`src/rtl/dispense_if.sv`:
```
// Purchase/restock/query/motor bundle between the buy-product front end and dispense_controller.
// With DISPENSE_SALES_COUNTER_EN defined the bundle also carries the 16-bit total_sold count.
interface dispense_if #(
    parameter int STOCK_W = 8
);
    logic               req_valid;
    logic               req_ready;
    logic [2:0]         item_code;
    logic [3:0]         item_count;
    logic               restock_valid;
    logic [2:0]         restock_code;
    logic [3:0]         restock_qty;
    logic [2:0]         query_code;
    logic [STOCK_W-1:0] query_stock;
    logic [2:0]         motor_sel;
    logic               motor_pulse;
    logic               busy;
    logic               done;
    logic               err_stock;
`ifdef DISPENSE_SALES_COUNTER_EN
    logic [15:0]        total_sold;

    modport master (
        output req_valid, item_code, item_count, restock_valid, restock_code, restock_qty, query_code,
        input  req_ready, query_stock, motor_sel, motor_pulse, busy, done, err_stock, total_sold
    );
    modport slave (
        input  req_valid, item_code, item_count, restock_valid, restock_code, restock_qty, query_code,
        output req_ready, query_stock, motor_sel, motor_pulse, busy, done, err_stock, total_sold
    );
`else
    modport master (
        output req_valid, item_code, item_count, restock_valid, restock_code, restock_qty, query_code,
        input  req_ready, query_stock, motor_sel, motor_pulse, busy, done, err_stock
    );
    modport slave (
        input  req_valid, item_code, item_count, restock_valid, restock_code, restock_qty, query_code,
        output req_ready, query_stock, motor_sel, motor_pulse, busy, done, err_stock
    );
`endif
endinterface

```
`src/rtl/dispense_controller.sv`:
```
// Accepts purchase requests, checks/decrements per-slot inventory and pulses the slot motor once per unit.
// Optional DISPENSE_SALES_COUNTER_EN adds a wrapping 16-bit count of dispensed units (total_sold).
module dispense_controller #(
    parameter int NUM_ITEMS    = 8,
    parameter int STOCK_W      = 8,
    parameter int STOCK_INIT   = 10,
    parameter int PULSE_CYCLES = 4,
    parameter int GAP_CYCLES   = 2
) (
    input  logic      clock,
    input  logic      reset,
    dispense_if.slave bus
);
    typedef enum logic [2:0] {
        IDLE  = 3'd0,
        CHECK = 3'd1,
        PULSE = 3'd2,
        GAP   = 3'd3,
        DONE  = 3'd4,
        ERR   = 3'd5
    } state_t;

    localparam int PHASE_MAX = (PULSE_CYCLES > GAP_CYCLES) ? PULSE_CYCLES : GAP_CYCLES;
    localparam int CNT_W     = (PHASE_MAX > 1) ? $clog2(PHASE_MAX) : 1;
    localparam logic [CNT_W-1:0] PULSE_LAST = CNT_W'(PULSE_CYCLES - 1);
    localparam logic [CNT_W-1:0] GAP_LAST   = CNT_W'(GAP_CYCLES - 1);

    state_t             state_r;
    state_t             nextState_s;
    logic [2:0]         code_r;
    logic [3:0]         count_r;
    logic [3:0]         remaining_r;
    logic [CNT_W-1:0]   phaseCnt_r;
    logic [STOCK_W-1:0] stock_r     [NUM_ITEMS];
    logic [STOCK_W-1:0] nextStock_s [NUM_ITEMS];
    logic               accept_s;
    logic               short_s;
    logic               pulseEnd_s;
    logic               deduct_s;

    // Deduction never underflows (guarded by the CHECK compare); only the restock can overflow and saturates.
    function automatic logic [STOCK_W-1:0] slotNext(
        input logic [STOCK_W-1:0] cur,
        input logic               take,
        input logic [3:0]         takeQty,
        input logic               add,
        input logic [3:0]         addQty
    );
        logic [STOCK_W:0] sum;
        sum = {1'b0, cur};
        if (take) begin
            sum = sum - (STOCK_W+1)'(takeQty);
        end
        if (add) begin
            sum = sum + (STOCK_W+1)'(addQty);
        end
        return sum[STOCK_W] ? {STOCK_W{1'b1}} : sum[STOCK_W-1:0];
    endfunction

    assign accept_s    = bus.req_valid && (state_r == IDLE);
    assign short_s     = stock_r[code_r] < STOCK_W'(count_r);
    assign pulseEnd_s  = (state_r == PULSE) && (phaseCnt_r == PULSE_LAST);
    assign deduct_s    = (state_r == CHECK) && (count_r != 4'd0) && !short_s;
    assign bus.query_stock = stock_r[bus.query_code];
    assign bus.motor_sel   = code_r;

    // State register.
    always_ff @(posedge clock or posedge reset) begin
        if (reset) begin
            state_r <= IDLE;
        end else begin
            state_r <= nextState_s;
        end
    end

    // Next-state decision.
    always_comb begin
        nextState_s = state_r;
        case (state_r)
            IDLE:  if (accept_s) nextState_s = CHECK; else nextState_s = IDLE;
            CHECK: begin
                if (count_r == 4'd0) begin
                    nextState_s = DONE;
                end else if (short_s) begin
                    nextState_s = ERR;
                end else begin
                    nextState_s = PULSE;
                end
            end
            PULSE: begin
                if (pulseEnd_s) begin
                    if (remaining_r == 4'd1) nextState_s = DONE; else nextState_s = GAP;
                end else begin
                    nextState_s = PULSE;
                end
            end
            GAP:   if (phaseCnt_r == GAP_LAST) nextState_s = PULSE; else nextState_s = GAP;
            DONE:  nextState_s = IDLE;
            ERR:   nextState_s = IDLE;
            default: nextState_s = IDLE;
        endcase
    end

    // Output decode from the current state.
    always_comb begin
        bus.req_ready   = 1'b0;
        bus.busy        = 1'b0;
        bus.motor_pulse = 1'b0;
        bus.done        = 1'b0;
        bus.err_stock   = 1'b0;
        case (state_r)
            IDLE:  bus.req_ready = 1'b1;
            CHECK: bus.busy = 1'b1;
            PULSE: begin
                bus.busy        = 1'b1;
                bus.motor_pulse = 1'b1;
            end
            GAP:   bus.busy = 1'b1;
            DONE: begin
                bus.busy = 1'b1;
                bus.done = 1'b1;
            end
            ERR: begin
                bus.busy      = 1'b1;
                bus.err_stock = 1'b1;
            end
            default: bus.req_ready = 1'b0;
        endcase
    end

    // Request latch, units-left counter and pulse/gap phase timer.
    always_ff @(posedge clock or posedge reset) begin
        if (reset) begin
            code_r      <= 3'd0;
            count_r     <= 4'd0;
            remaining_r <= 4'd0;
            phaseCnt_r  <= '0;
        end else begin
            if (accept_s) begin
                code_r  <= bus.item_code;
                count_r <= bus.item_count;
            end
            if (state_r == CHECK) begin
                remaining_r <= count_r;
            end else if (pulseEnd_s) begin
                remaining_r <= remaining_r - 4'd1;
            end
            if (((state_r == PULSE) || (state_r == GAP)) && (nextState_s == state_r)) begin
                phaseCnt_r <= phaseCnt_r + CNT_W'(1);
            end else begin
                phaseCnt_r <= '0;
            end
        end
    end

    // Same-slot deduction and restock in one cycle combine as sat(stock - count + qty).
    always_comb begin
        for (int i = 0; i < NUM_ITEMS; i++) begin
            nextStock_s[i] = slotNext(stock_r[i],
                                      deduct_s && (code_r == 3'(i)), count_r,
                                      bus.restock_valid && (bus.restock_code == 3'(i)), bus.restock_qty);
        end
    end

    // Inventory table.
    always_ff @(posedge clock or posedge reset) begin
        if (reset) begin
            for (int i = 0; i < NUM_ITEMS; i++) begin
                stock_r[i] <= STOCK_W'(STOCK_INIT);
            end
        end else begin
            for (int i = 0; i < NUM_ITEMS; i++) begin
                stock_r[i] <= nextStock_s[i];
            end
        end
    end

`ifdef DISPENSE_SALES_COUNTER_EN
    logic [15:0] totalSold_r;
    assign bus.total_sold = totalSold_r;

    // Units dispensed, counted as each pulse window completes.
    always_ff @(posedge clock or posedge reset) begin
        if (reset) begin
            totalSold_r <= 16'd0;
        end else if (pulseEnd_s) begin
            totalSold_r <= totalSold_r + 16'd1;
        end else begin
            totalSold_r <= totalSold_r;
        end
    end
`endif
endmodule
```
`src/flat_wrapper.sv`:
```
// flat-port wrapper written by rule: the top's interface ports become plain ports
module dispense_controller_flat 
#(
    parameter int NUM_ITEMS    = 8,
    parameter int STOCK_W      = 8,
    parameter int STOCK_INIT   = 10,
    parameter int PULSE_CYCLES = 4,
    parameter int GAP_CYCLES   = 2
)
  (clock, reset, bus_req_valid, bus_item_code, bus_item_count, bus_restock_valid, bus_restock_code, bus_restock_qty, bus_query_code, bus_req_ready, bus_query_stock, bus_motor_sel, bus_motor_pulse, bus_busy, bus_done, bus_err_stock);
  dispense_if #(.STOCK_W(STOCK_W)) bus_i ();
  input  logic clock;
  input  logic reset;
  input wire logic [$bits(bus_i.req_valid)-1:0] bus_req_valid;
  input wire logic [$bits(bus_i.item_code)-1:0] bus_item_code;
  input wire logic [$bits(bus_i.item_count)-1:0] bus_item_count;
  input wire logic [$bits(bus_i.restock_valid)-1:0] bus_restock_valid;
  input wire logic [$bits(bus_i.restock_code)-1:0] bus_restock_code;
  input wire logic [$bits(bus_i.restock_qty)-1:0] bus_restock_qty;
  input wire logic [$bits(bus_i.query_code)-1:0] bus_query_code;
  output wire logic [$bits(bus_i.req_ready)-1:0] bus_req_ready;
  output wire logic [$bits(bus_i.query_stock)-1:0] bus_query_stock;
  output wire logic [$bits(bus_i.motor_sel)-1:0] bus_motor_sel;
  output wire logic [$bits(bus_i.motor_pulse)-1:0] bus_motor_pulse;
  output wire logic [$bits(bus_i.busy)-1:0] bus_busy;
  output wire logic [$bits(bus_i.done)-1:0] bus_done;
  output wire logic [$bits(bus_i.err_stock)-1:0] bus_err_stock;
  assign bus_i.req_valid = bus_req_valid;
  assign bus_i.item_code = bus_item_code;
  assign bus_i.item_count = bus_item_count;
  assign bus_i.restock_valid = bus_restock_valid;
  assign bus_i.restock_code = bus_restock_code;
  assign bus_i.restock_qty = bus_restock_qty;
  assign bus_i.query_code = bus_query_code;
  assign bus_req_ready = bus_i.req_ready;
  assign bus_query_stock = bus_i.query_stock;
  assign bus_motor_sel = bus_i.motor_sel;
  assign bus_motor_pulse = bus_i.motor_pulse;
  assign bus_busy = bus_i.busy;
  assign bus_done = bus_i.done;
  assign bus_err_stock = bus_i.err_stock;
  dispense_controller #(.NUM_ITEMS(NUM_ITEMS), .STOCK_W(STOCK_W), .STOCK_INIT(STOCK_INIT), .PULSE_CYCLES(PULSE_CYCLES), .GAP_CYCLES(GAP_CYCLES)) u_core (.clock(clock), .reset(reset), .bus(bus_i));
endmodule
```
`config.mk`:
```
export PLATFORM = sky130hd
export DESIGN_NAME = dispense_controller_flat
export DESIGN_NICKNAME = d
export VERILOG_FILES = /design/src/rtl/dispense_if.sv /design/src/rtl/dispense_controller.sv /design/src/flat_wrapper.sv
export SDC_FILE = /design/constraint.sdc
export NUM_CORES = 1
export LEC_CHECK = 0
export CAP_MARGIN = 15
export CORE_MARGIN = 1
export CORE_UTILIZATION = 26
export CTS_BUF_LIST = sky130_fd_sc_hd__clkbuf_2 sky130_fd_sc_hd__clkbuf_4 sky130_fd_sc_hd__clkbuf_8
export CTS_CLUSTER_DIAMETER = 60
export CTS_CLUSTER_SIZE = 40
export DETAILED_ROUTE_END_ITERATION = 16
export PLACE_DENSITY = 0.52
export RECOVER_POWER = 50
export SETUP_SLACK_MARGIN = 0.4
export SLEW_MARGIN = 5
export SYNTH_ARGS = -nofsm -noshare
export SYNTH_HDL_FRONTEND = slang
export SYNTH_SLANG_ARGS = --single-unit
```
`constraint.sdc`:
```
create_clock -name clock -period 8.5 [get_ports clock]
set_input_delay 0.85 -clock clock [delete_from_list [all_inputs] [get_ports clock]]
set_output_delay 0.85 -clock clock [all_outputs]
set_load 0.01 [all_outputs]
```
==> summary.md, run 1 <==
| Metric | Value |
|---|---|
| Outcome | `finished, violations left` |
| Failing checks | `max-capacitance violations, max-slew violations` |
| Grt total ovfl | `0` |
| Antenna cells | `0` |
| Setup Skew | `12.8 ps` |
| Clk Latency, worst-skew pair | `390 ps` |
| Net count, final | `1070` |
| Final Hold Viols | `0` |
| Final ANT Viol Nets | `0` |
| CP Capture Type | `register` |
| Area leader, netlist | `dfrtp_1` |
| Endpoints failing setup | `0` |
| GR Util met3 | `0.0224` |
| Setup repair bufs after CTS | `0` |
| Setup TNS | `0 ps` |
| Ys async rst share | `1.00` |
| Die Y | `183 um` |
| Max_cap viols | `2` |
| P per Cell Area | `259 nW/um2` |
| Grt met2 use | `0.244` |
| Cts repair resizes | `0` |
| Reg2reg end | `u_core.stock_r[34]$_DFF_PP0_` |
| Number of global-route vias before repair | `7029` |
| Post-route DRC | `0` |
| Cell leakage power | `3.78 nW` |
| Reg clk slew, reported paths | `90 ps` |
| Mapped Cells | `939` |
| Yosys warns | `0` |
| Final Max Tran Viols | `50` |
| Min-delay src | `u_core.phaseCnt_r[0]$_DFF_PP0_` |
| Tot GR Track Use | `0.158` |
| Vias/cell | `5.12` |
| Crit path required time | `8720 ps` |
| TritonCTS sink count | `80` |
| Maximum clock path buffer count | `2` |
| Worst r2r src | `u_core.bus.motor_sel[0]$_DFFE_PP0P_` |
| TritonRoute pass-1 iters | `5` |
| Area grow syn2layout | `11.7%` |
| Crit-path max FO | `24` |
| WP data arrival | `6720 ps` |
| Most Crowded Layer GR | `met2` |
| Sequential share of the synthesized area | `0.238` |
| H-tree Lvls | `3` |
| I/O pin count | `37` |
| Part of the cycle the worst path needs | `0.765` |
| Top cells by area, synth | `dfrtp_1 (19%), ha_1 (10%), mux4_2 (5.8%)` |
| DIE AREA | `33400 um2` |
| WS Path Type | `reg2reg` |
| First-pass GRT wire length | `40500 um` |
| Wire length per cell | `18.0 um` |
| Largest net degree at the start of global routing | `50` |
| Total CTS buffers | `9` |
| Initial antenna violation count | `0` |
| Final GP Congestion | `0.867` |
| DR vias | `7184` |
| Most common cell after layout, fill and taps aside | `nand2_1` |
| Post-synthesis cell type count | `88` |
| Post-synth top flop | `dfrtp_1` |
| Peak Freq | `154 MHz` |
| Core area | `31900 um2` |
| Post-Layout Cell Count | `1402` |
| Layout cell share with drive strength beyond 1 | `0.127` |
| Synthesized area per cell | `9.05 um2` |
| Peak supply drop | `0.0890 mV` |
| Post-DP HPWL | `19400 um` |
| Post-synth EDFFs | `0` |
| Worst slew pin tran | `2880 ps` |
| Cell area after synthesis | `8500 um2` |
| Worst hold stages | `1` |
| Starting DRT DRC Count | `396` |
| Core Rows | `65` |
| Hold Path End | `u_core.phaseCnt_r[0]$_DFF_PP0_` |
| RSZ-0062 raised after global routing | `false` |
| Min-Delay Path Class | `reg2reg` |
| Reg2Reg Depth | `22` |
| Synth Register Bits | `80` |
| Placed cells | `1385` |
| CTS tree | `built` |
| Tmin final | `6500 ps` |
| R2R Setup Slk | `2000 ps` |
| Post-CTS Hold Buffers | `0` |
| Met1 usage | `0.226` |
| Most frequent cells in the layout | `nand2_1 (121), ha_1 (71), dfrtp_1 (64)` |
| Critical Path Source Type | `register` |
| Initial core utilization | `0.267` |
| PortBufs | `36` |
| Root buf cell | `clkbuf_8` |
| Drt total wl | `25200 um` |
| Yosys top cell area share | `0.188` |
| Slew HR | `-0.921` |
| Die Wd | `183 um` |
| Syn_nets | `1047` |
-- synth_stat cells, types with 4 or more instances --
| master | number |
|---|---|
| nand2_1 | 121 |
| ha_1 | 71 |
| dfrtp_1 | 64 |
| nor2_1 | 58 |
| xnor2_1 | 50 |
| o21ai_0 | 45 |
| nor3_1 | 38 |
| a21oi_1 | 37 |
| inv_1 | 31 |
| a21o_1 | 28 |
| mux2_2 | 28 |
| nand3_1 | 27 |
| nor2b_1 | 26 |
| xor2_1 | 26 |
| mux4_2 | 22 |
| mux2i_1 | 20 |
| dfstp_2 | 16 |
| fa_1 | 16 |
| o21a_1 | 16 |
| clkbuf_1 | 11 |
| o211ai_1 | 11 |
| o21ai_1 | 11 |
| buf_2 | 10 |
| nand2b_1 | 10 |
| nor4_1 | 9 |
| o31a_1 | 8 |
| or3_1 | 8 |
| nor3b_1 | 7 |
| and2_1 | 6 |
| and3_1 | 6 |
| nand4_1 | 5 |
| or4_1 | 5 |
| a2111oi_2 | 4 |
| buf_4 | 4 |
| o31ai_1 | 4 |
-- power breakdown --
group	switching, mW	internal, mW
registers	0.288	0.545
clock network	0.158	0.128
logic	0.683	0.656
-- cell families after synthesis --
family | Yosys count | synth area share
buffers and inverters | 63 | 0.0322
flip-flops | 80 | 0.238
AO/OA/AOI/OAI | 212 | 0.181
AND/OR/NAND/NOR | 348 | 0.205
XOR/XNOR | 76 | 0.0783
adder cells (fa/ha/maj) | 87 | 0.142
multiplexers | 73 | 0.123
-- layout make-up --
cell class / count / area (um2)
Sequential cell: 80 / 2020
Fill cell: 3397 / 22400
Tap cell: 435 / 544
Clock inverter: 3 / 17.5
Inverter: 32 / 121
Timing Repair Buffer: 43 / 417
Multi-Input combinational cell: 796 / 6200
Clock buffer: 13 / 166
-- per-stage QoR --
| step | total power, mW | hold WS (ps) | setup slack [ps] | instance area [um2] | utilization |
|---|---|---|---|---|---|
| after floorplan | 1.80 | 446 | 3330 | 8500 | - |
| after global placement | 2.15 | 474 | 2220 | 9290 | 0.292 |
| after detailed placement | 2.16 | 485 | 2030 | 9290 | 0.292 |
| after CTS | 2.46 | 496 | 1990 | 9480 | 0.297 |
| after global routing | 2.67 | 523 | 1340 | 9490 | 0.298 |
| final | 2.46 | 497 | 2000 | 9490 | 0.298 |
-- per-layer routing --
layer  part of all wire  wire [um]
met1               0.49      12400
met2               0.45      11200
met3              0.038        964
met4              0.023        584
met5                  0          0
-- worst max-delay path, cell delays in order, from the launching register on --
cell and delay (ps):
dfrtp_1 960, mux4_2 590, nand2_1 90, nand2_1 70, ha_1 340, and4b_1 220
a211oi_1 420, o31a_1 710, a21oi_1 320, nand3_1 290, nand2_1 90, o21a_1 120
inv_1 60, ha_1 170, fa_1 210, a21o_1 120, a21oi_1 60, nor3_1 330
a21oi_1 120, and3b_1 220, nor3b_1 140, a31oi_1 500, o211ai_1 180
-- worst max path at each step --
stage | from | end | depth (start not counted)
floorplan | u_core.bus.motor_sel[0]$_DFFE_PP0P_ | u_core.stock_r[8]$_DFF_PP0_ | 21
global placement | u_core.bus.motor_sel[0]$_DFFE_PP0P_ | u_core.stock_r[32]$_DFF_PP0_ | 22
detailed placement | u_core.bus.motor_sel[0]$_DFFE_PP0P_ | u_core.stock_r[34]$_DFF_PP0_ | 22
CTS | u_core.bus.motor_sel[0]$_DFFE_PP0P_ | u_core.stock_r[34]$_DFF_PP0_ | 22
global route | u_core.bus.motor_sel[0]$_DFFE_PP0P_ | u_core.stock_r[34]$_DFF_PP0_ | 22
finish | u_core.bus.motor_sel[0]$_DFFE_PP0P_ | u_core.stock_r[34]$_DFF_PP0_ | 22
-- sequential cells by signal (all words and copies together) (netlist names) --
| name | count |
|---|---|
| u_core.remaining_r | 4 |
| u_core.phaseCnt_r | 2 |
| u_core.stock_r | 64 |
| u_core.count_r | 4 |
| u_core.state_r | 3 |
| u_core.bus.motor_sel | 3 |
No activity file was read; power rests on OpenSTA's default activity.
==> run 2, diff against run 1 <==
--- a/config.mk
+++ b/config.mk
@@ -12,7 +12,7 @@
 export CTS_CLUSTER_DIAMETER = 60
 export CTS_CLUSTER_SIZE = 40
 export DETAILED_ROUTE_END_ITERATION = 16
-export PLACE_DENSITY = 0.52
+export PLACE_DENSITY = 0.53
 export RECOVER_POWER = 50
 export SETUP_SLACK_MARGIN = 0.4
 export SLEW_MARGIN = 5
==> constraint.sdc (replaced) <==
create_clock -name clock -period 5.9 [get_ports clock]
set_input_delay 0.59 -clock clock [delete_from_list [all_inputs] [get_ports clock]]
set_output_delay 0.59 -clock clock [all_outputs]
set_load 0.01 [all_outputs]
==> summary.md, run 2 (synthesis results as in run 1) <==
| Metric | Value |
|---|---|
| PortBufs | `36 (unchanged)` |
| WP data arrival | `5340 ps (was 6720 ps)` |
| Post-DP HPWL | `19700 um (was 19400 um)` |
| Clk Latency, worst-skew pair | `390 ps (about the same)` |
| TritonCTS sink count | `80 (unchanged)` |
| Initial core utilization | `0.267 (unchanged)` |
| Total CTS buffers | `9 (unchanged)` |
| Final ANT Viol Nets | `0 (unchanged)` |
| Vias/cell | `5.12 (about the same)` |
| P_sw | `1.64 mW (was 1.13 mW)` |
| Setup TNS | `0 ps (unchanged)` |
| Post-CTS Hold Buffers | `0 (unchanged)` |
| CP max stage delay | `520 ps (was 960 ps)` |
| Setup Skew | `17.5 ps (was 12.8 ps)` |
| Worst slew pin tran | `2880 ps (about the same)` |
| Setup repair bufs after CTS | `0 (unchanged)` |
| Endpoints failing setup | `0 (unchanged)` |
| Sw Share | `0.453 (was 0.459)` |
| Max_cap viols | `2 (unchanged)` |
| Cts repair resizes | `1 (was 0)` |
| Failing checks | `max-capacitance violations, max-slew violations (unchanged)` |
| Die Y | `183 um (unchanged)` |
| Peak Freq | `196 MHz (was 154 MHz)` |
| First-pass GRT wire length | `40200 um (was 40500 um)` |
| Antenna cells | `0 (unchanged)` |
| P_int | `1.97 mW (was 1.33 mW)` |
| Area grow syn2layout | `13.2% (was 11.7%)` |
| Most frequent cells in the layout | `nand2_1 (121), ha_1 (71), dfrtp_1 (63) (was nand2_1 (121), ha_1 (71), dfrtp_1 (64))` |
| Maximum clock path buffer count | `2 (unchanged)` |
| Slew HR | `-0.918 (was -0.921)` |
| Reg with most FFs | `u_core.stock_r (unchanged)` |
| Fillers | `3369 (was 3397)` |
| Critical-path cell list | `buf_4, mux4_2, nand2_1, nand2_1, ha_1, and4b_1, a211oi_2, o31ai_4, buf_4, o21ai_2, mux2_2, fa_1, a21o_1, a21oi_1, nor2_1, nand2_1, nor2_1, a2bb2oi_1, o31a_1, o211ai_1 (was mux4_2, nand2_1, nand2_1, ha_1, and4b_1, a211oi_1, o31a_1, a21oi_1, nand3_1, nand2_1, o21a_1, inv_1, ha_1, fa_1, a21o_1, a21oi_1, nor3_1, a21oi_1, and3b_1, nor3b_1, a31oi_1, o211ai_1)` |
| H-tree Lvls | `3 (unchanged)` |
| Cell leakage power | `3.85 nW (was 3.78 nW)` |
| Reg clk slew, reported paths | `90 ps (about the same)` |
| Final GP Congestion | `0.878 (was 0.867)` |
| Wire length per cell | `18.2 um (was 18.0 um)` |
| CP Capture Type | `register (unchanged)` |
| Die Wd | `183 um (unchanged)` |
| Clock power frac | `0.126 (was 0.116)` |
| Number of global-route vias before repair | `6986 (was 7029)` |
| CTS tree | `built (unchanged)` |
| Final Max Tran Viols | `83 (was 50)` |
| DIE AREA | `33400 um2 (unchanged)` |
| Part of the cycle the worst path needs | `0.863 (was 0.765)` |
| Net count, final | `1081 (was 1070)` |
| Peak supply drop | `0.132 mV (was 0.0890 mV)` |
| Post-route DRC | `0 (unchanged)` |
| Critical Path Most Common Cell | `nand2_1` |
| Drt total wl | `25700 um (was 25200 um)` |
| TritonRoute pass-1 iters | `5 (unchanged)` |
| Min-Delay Path Class | `reg2reg (unchanged)` |
| Slowest CP cell | `mux4_2 (was dfrtp_1)` |
| Crit-path max FO | `12 (was 24)` |
| Top flop regs | `u_core.stock_r x64, u_core.count_r x4, u_core.remaining_r x4 (unchanged)` |
| Most common cell after layout, fill and taps aside | `nand2_1 (unchanged)` |
| Hold_ws | `490 ps (was 497 ps)` |
| DR vias | `7234 (was 7184)` |
| Final Hold Viols | `0 (unchanged)` |
| Layout cell share with drive strength beyond 1 | `0.143 (was 0.127)` |
| Initial antenna violation count | `0 (unchanged)` |
| Crit path required time | `6150 ps (was 8720 ps)` |
| RSZ-0062 raised after global routing | `false (unchanged)` |
| Max reg flops | `64 (unchanged)` |
| Starting DRT DRC Count | `544 (was 396)` |
| Root buf cell | `clkbuf_8 (unchanged)` |
| P per Cell Area | `376 nW/um2 (was 259 nW/um2)` |
| Largest net degree at the start of global routing | `48 (was 50)` |
| Grt total ovfl | `0 (unchanged)` |
| Core Rows | `65 (unchanged)` |
| Tot GR Track Use | `0.158 (about the same)` |
| WS Path Type | `reg2reg (unchanged)` |
| Comb power frac | `0.542 (was 0.545)` |
| Critical Path Source Type | `register (unchanged)` |
| I/O pin count | `37 (unchanged)` |
| Sequential Power Share | `0.332 (was 0.339)` |
| Outcome | `finished, violations left (unchanged)` |
| Core area | `31900 um2 (unchanged)` |
| Tmin final | `5090 ps (was 6500 ps)` |
==> run 2: area by class of cell <==
cell class / count / area [um2] / share of cell area
Inverter: 32 / 121 / 0.0126
Tap cell: 435 / 544 / 0.0566
Clock inverter: 3 / 40.0 / 0.00416
Clock buffer: 13 / 166 / 0.0173
Timing Repair Buffer: 54 / 492 / 0.0511
Multi-Input combinational cell: 796 / 6230 / 0.648
Sequential cell: 80 / 2020 / 0.210
==> run 2: power groups by stage <==
stage,Clock (mW),Sequential [mW],Combinational (mW)
6_report,0.455,1.20,1.96
5_1_grt,0.496,1.23,2.19
4_1_cts,0.473,1.19,1.95
3_5_place_dp,0,1.19,1.94
3_3_place_gp,0,1.20,1.91
2_1_floorplan,0,0.950,1.64
==> run 2: layer usage <==
layer | part of all wire | vias up | global-route usage
met2 | 0.44 | 190 | 0.239
met5 | 0 | - | 0
met3 | 0.057 | 36 | 0.0365
met4 | 0.026 | 0 | 0.0523
li1 | - | 3499 | -
met1 | 0.47 | 3509 | 0.219
==> run 2: worst paths after layout <==
path	slack (ps)	to	depth (start not counted)	from
worst max-delay path	810	u_core.stock_r[58]$_DFF_PP0_	20	u_core.bus.motor_sel[0]$_DFFE_PP0P_
worst min-delay path	490	u_core.phaseCnt_r[0]$_DFF_PP0_	1	u_core.phaseCnt_r[0]$_DFF_PP0_
worst max register to register	810	u_core.stock_r[58]$_DFF_PP0_	20	u_core.bus.motor_sel[0]$_DFFE_PP0P_
worst min register to register	490	u_core.phaseCnt_r[0]$_DFF_PP0_	1	u_core.phaseCnt_r[0]$_DFF_PP0_
max in group asynchronous	1480	u_core.stock_r[26]$_DFF_PP0_	3	reset
min in group asynchronous	1070	u_core.stock_r[62]$_DFF_PP0_	2	reset
==> run 2: critical path: cells and delay by family, from the launching register on <==
family,cells,cell delay [ps]
AOI/OAI and AO/OA,8,1810
buffers and inverters,2,430
and+or+nand+nor,6,670
muxes,2,940
DFF,1,350
adders and majority gates,2,790
==> run 2: stage by stage <==
stage                     setup WS (ps)  std cells  instance area (um2)   util  power [mW]
after floorplan                     734        939                 8500      -        2.59
after global placement              447       1397                 9380  0.294        3.11
after detailed placement            411       1397                 9380  0.294        3.13
after CTS                           424       1413                 9590  0.301        3.61
after global routing                221       1413                 9620  0.302        3.92
final                               809       1413                 9620  0.302        3.61
==> run 3, diff against run 2 <==
--- a/config.mk
+++ b/config.mk
@@ -6,13 +6,16 @@
 export NUM_CORES = 1
 export LEC_CHECK = 0
 export CAP_MARGIN = 15
+export CELL_PAD_IN_SITES_DETAIL_PLACEMENT = 0
+export CELL_PAD_IN_SITES_GLOBAL_PLACEMENT = 1
+export CORE_ASPECT_RATIO = 0.8
 export CORE_MARGIN = 1
 export CORE_UTILIZATION = 26
 export CTS_BUF_LIST = sky130_fd_sc_hd__clkbuf_2 sky130_fd_sc_hd__clkbuf_4 sky130_fd_sc_hd__clkbuf_8
 export CTS_CLUSTER_DIAMETER = 60
 export CTS_CLUSTER_SIZE = 40
 export DETAILED_ROUTE_END_ITERATION = 16
-export PLACE_DENSITY = 0.53
+export PLACE_DENSITY = 0.62
 export RECOVER_POWER = 50
 export SETUP_SLACK_MARGIN = 0.4
 export SLEW_MARGIN = 5
==> summary.md, run 3 (synthesis results as in run 1) <==
| Metric | Value |
|---|---|
| Tot GR Track Use | `0.168 (was 0.158)` |
| Die Wd | `204 um (was 183 um)` |
| Area grow syn2layout | `14.1% (was 13.2%)` |
| Initial core utilization | `0.267 (about the same)` |
| PortBufs | `36 (unchanged)` |
| Max reg flops | `64 (unchanged)` |
| Number of global-route vias before repair | `6787 (was 6986)` |
| RSZ-0062 raised after global routing | `false (unchanged)` |
| Root buf cell | `clkbuf_8 (unchanged)` |
| Critical-path cell list | `mux4_2, nand2_1, nand2_1, ha_1, o2111ai_2, o31ai_4, o21ai_1, nand2_1, o21ai_0, ha_1, fa_1, a21o_1, a21oi_1, nor2_1, nand2_1, nor2_1, a2bb2oi_1, o31a_1, o211ai_1 (was buf_4, mux4_2, nand2_1, nand2_1, ha_1, and4b_1, a211oi_2, o31ai_4, buf_4, o21ai_2, mux2_2, fa_1, a21o_1, a21oi_1, nor2_1, nand2_1, nor2_1, a2bb2oi_1, o31a_1, o211ai_1)` |
| WP data arrival | `5450 ps (was 5340 ps)` |
| Die Y | `164 um (was 183 um)` |
| Peak Freq | `192 MHz (was 196 MHz)` |
| DIE AREA | `33400 um2 (about the same)` |
| Reg with most FFs | `u_core.stock_r (unchanged)` |
| Critical Path Source Type | `register (unchanged)` |
| Peak supply drop | `0.142 mV (was 0.132 mV)` |
| Largest net degree at the start of global routing | `44 (was 48)` |
| Slew HR | `-0.653 (was -0.918)` |
| Max_cap viols | `2 (unchanged)` |
| Drt total wl | `27200 um (was 25700 um)` |
| Outcome | `finished, violations left (unchanged)` |
| Sw Share | `0.458 (was 0.453)` |
| Finished Core Util | `0.305 (was 0.302)` |
| Final ANT Viol Nets | `0 (unchanged)` |
| First-pass GRT wire length | `42100 um (was 40200 um)` |
| Most common cell after layout, fill and taps aside | `nand2_1 (unchanged)` |
| H-tree Lvls | `3 (unchanged)` |
| Most Crowded Layer GR | `met1 (was met2)` |
| Vias/cell | `5.16 (was 5.12)` |
| Critical Path Most Common Cell | `nand2_1 (unchanged)` |
| Sequential Power Share | `0.331 (was 0.332)` |
| Crit-path max FO | `13 (was 12)` |
| Final worst slack | `702 ps (was 809 ps)` |
| CP delay by family, top | `compound AO/OA/AOI/OAI gates (unchanged)` |
| Post-place setup slack | `370 ps (was 411 ps)` |
| Final Max Tran Viols | `83 (unchanged)` |
| Starting DRT DRC Count | `546 (was 544)` |
| P_int | `1.99 mW (was 1.97 mW)` |
| Top flop regs | `u_core.stock_r x64, u_core.count_r x4, u_core.remaining_r x4 (unchanged)` |
| Crit path required time | `6150 ps (about the same)` |
| R2R Setup Slk | `700 ps (was 810 ps)` |
| CP Capture Type | `register (unchanged)` |
| Antenna cells | `0 (unchanged)` |
| Min-Delay Path Class | `reg2reg (unchanged)` |
| Total CTS buffers | `9 (unchanged)` |
| Post-route DRC | `0 (unchanged)` |
| Final GP Congestion | `0.844 (was 0.878)` |
| Initial antenna violation count | `0 (unchanged)` |
| Grt met2 use | `0.235 (was 0.239)` |
| Worst slew pin tran | `2480 ps (was 2880 ps)` |
| Buf/Inv on CP | `0 (was 2)` |
| TritonCTS sink count | `80 (unchanged)` |
| Final Instance Area | `9700 um2 (was 9620 um2)` |
| Endpoints failing setup | `0 (unchanged)` |
| Setup Skew | `20.3 ps (was 17.5 ps)` |
| Comb power frac | `0.537 (was 0.542)` |
| Cell leakage power | `3.90 nW (was 3.85 nW)` |
| Fillers | `3387 (was 3369)` |
| Most frequent cells in the layout | `nand2_1 (121), ha_1 (71), dfrtp_1 (63) (unchanged)` |
| Wire length per cell | `19.3 um (was 18.2 um)` |
| P_sw | `1.68 mW (was 1.64 mW)` |
| Grt total ovfl | `0 (unchanged)` |
| P per Cell Area | `378 nW/um2 (was 376 nW/um2)` |
| Tmin final | `5200 ps (was 5090 ps)` |
| Clk Latency, worst-skew pair | `410 ps (was 390 ps)` |
| Core Rows | `58 (was 65)` |
| Part of the cycle the worst path needs | `0.881 (was 0.863)` |
| Post-DP HPWL | `21000 um (was 19700 um)` |
| CP max stage delay | `750 ps (was 520 ps)` |
| Placed instance area | `9390 um2 (was 9380 um2)` |
| Clock power frac | `0.132 (was 0.126)` |
| TritonRoute pass-1 iters | `5 (unchanged)` |
| Setup TNS | `0 ps (unchanged)` |
| Final Hold Viols | `0 (unchanged)` |
| DR vias | `7271 (was 7234)` |
| Met1 usage | `0.261 (was 0.219)` |
| Net count, final | `1091 (was 1081)` |
| Core area | `31800 um2 (was 31900 um2)` |
| Maximum clock path buffer count | `2 (unchanged)` |
| CTS tree | `built (unchanged)` |
| Slowest CP cell | `o31ai_4 (was mux4_2)` |
| Layout cell share with drive strength beyond 1 | `0.147 (was 0.143)` |
| Failing checks | `max-capacitance violations, max-slew violations (unchanged)` |
| GR Util met3 | `0.0315 (was 0.0365)` |
| I/O pin count | `37 (unchanged)` |
| WS Path Type | `reg2reg (unchanged)` |
| Reg clk slew, reported paths | `100 ps (was 90 ps)` |
-- run 3: cell types whose count changed in the layout (fill, tap and decap cells not counted), sizes merged --
cell / change
bufinv: +1
clkinv: +3
buf: +10
clkbuf: -4
-- run 3: per-layer routing --
layer / share of wire / wire, um
met4: 0.011 / 290
met2: 0.41 / 11000
met5: 0 / 0
met3: 0.056 / 1520
met1: 0.53 / 14300
-- run 3: path summary, 6_finish.rpt --
path,from,end,cells after the start
worst min register to register,u_core.phaseCnt_r[0]$_DFF_PP0_,u_core.phaseCnt_r[0]$_DFF_PP0_,1
min in group asynchronous,reset,u_core.stock_r[63]$_DFF_PP0_,2
max in group asynchronous,reset,u_core.stock_r[0]$_DFF_PP0_,3
worst min-delay path,u_core.phaseCnt_r[0]$_DFF_PP0_,u_core.phaseCnt_r[0]$_DFF_PP0_,1
worst max-delay path,u_core.bus.motor_sel[0]$_DFFE_PP0P_,u_core.stock_r[58]$_DFF_PP0_,19
worst max register to register,u_core.bus.motor_sel[0]$_DFFE_PP0P_,u_core.stock_r[58]$_DFF_PP0_,19
-- run 3: power by group through the flow --
stage	clock [mW]	combinational (mW)	sequential, mW
2_1_floorplan	0	1.64	0.950
3_5_place_dp	0	1.95	1.21
4_1_cts	0.503	1.96	1.20
3_3_place_gp	0	1.93	1.21
6_report	0.484	1.97	1.22
5_1_grt	0.524	2.20	1.26
-- run 3: layout make-up --
| type | count | area (um2) | share of cell area |
|---|---|---|---|
| Multi-Input combinational cell | 796 | 6220 | 0.641 |
| Sequential cell | 80 | 2030 | 0.209 |
| Timing Repair Buffer | 64 | 587 | 0.0605 |
| Tap cell | 420 | 526 | 0.0542 |
| Clock buffer | 9 | 124 | 0.0128 |
| Inverter | 32 | 121 | 0.0125 |
| Clock inverter | 7 | 96.3 | 0.00993 |
-- run 3: timing repair --
item                                    CTS  global route
pin swaps                                 0             4
hold buffers                              0             0
buffers inserted                          0             6
gates resized for setup                   1             4
cloned                                    0             0
endpoints found under the setup margin   10            49
-- run 3: metrics by stage --
step	hold WS [ps]	std cells	total power [mW]
after floorplan	446	939	2.59
after global placement	469	1385	3.14
after detailed placement	487	1385	3.16
after CTS	502	1401	3.66
after global routing	519	1408	3.98
final	506	1408	3.67
-- run 3: worst reg2reg max path, stage by stage (launching register included) --
cell and delay [ps]:
dfrtp_4 550, mux4_2 530, nand2_1 80, nand2_1 70, ha_1 330, o2111ai_2 180, o31ai_4 750, o21ai_1 330
nand2_1 130, o21ai_0 120, ha_1 250, fa_1 420, a21o_1 180, a21oi_1 180, nor2_1 90, nand2_1 130
nor2_1 70, a2bb2oi_1 150, o31a_1 350, o211ai_1 140
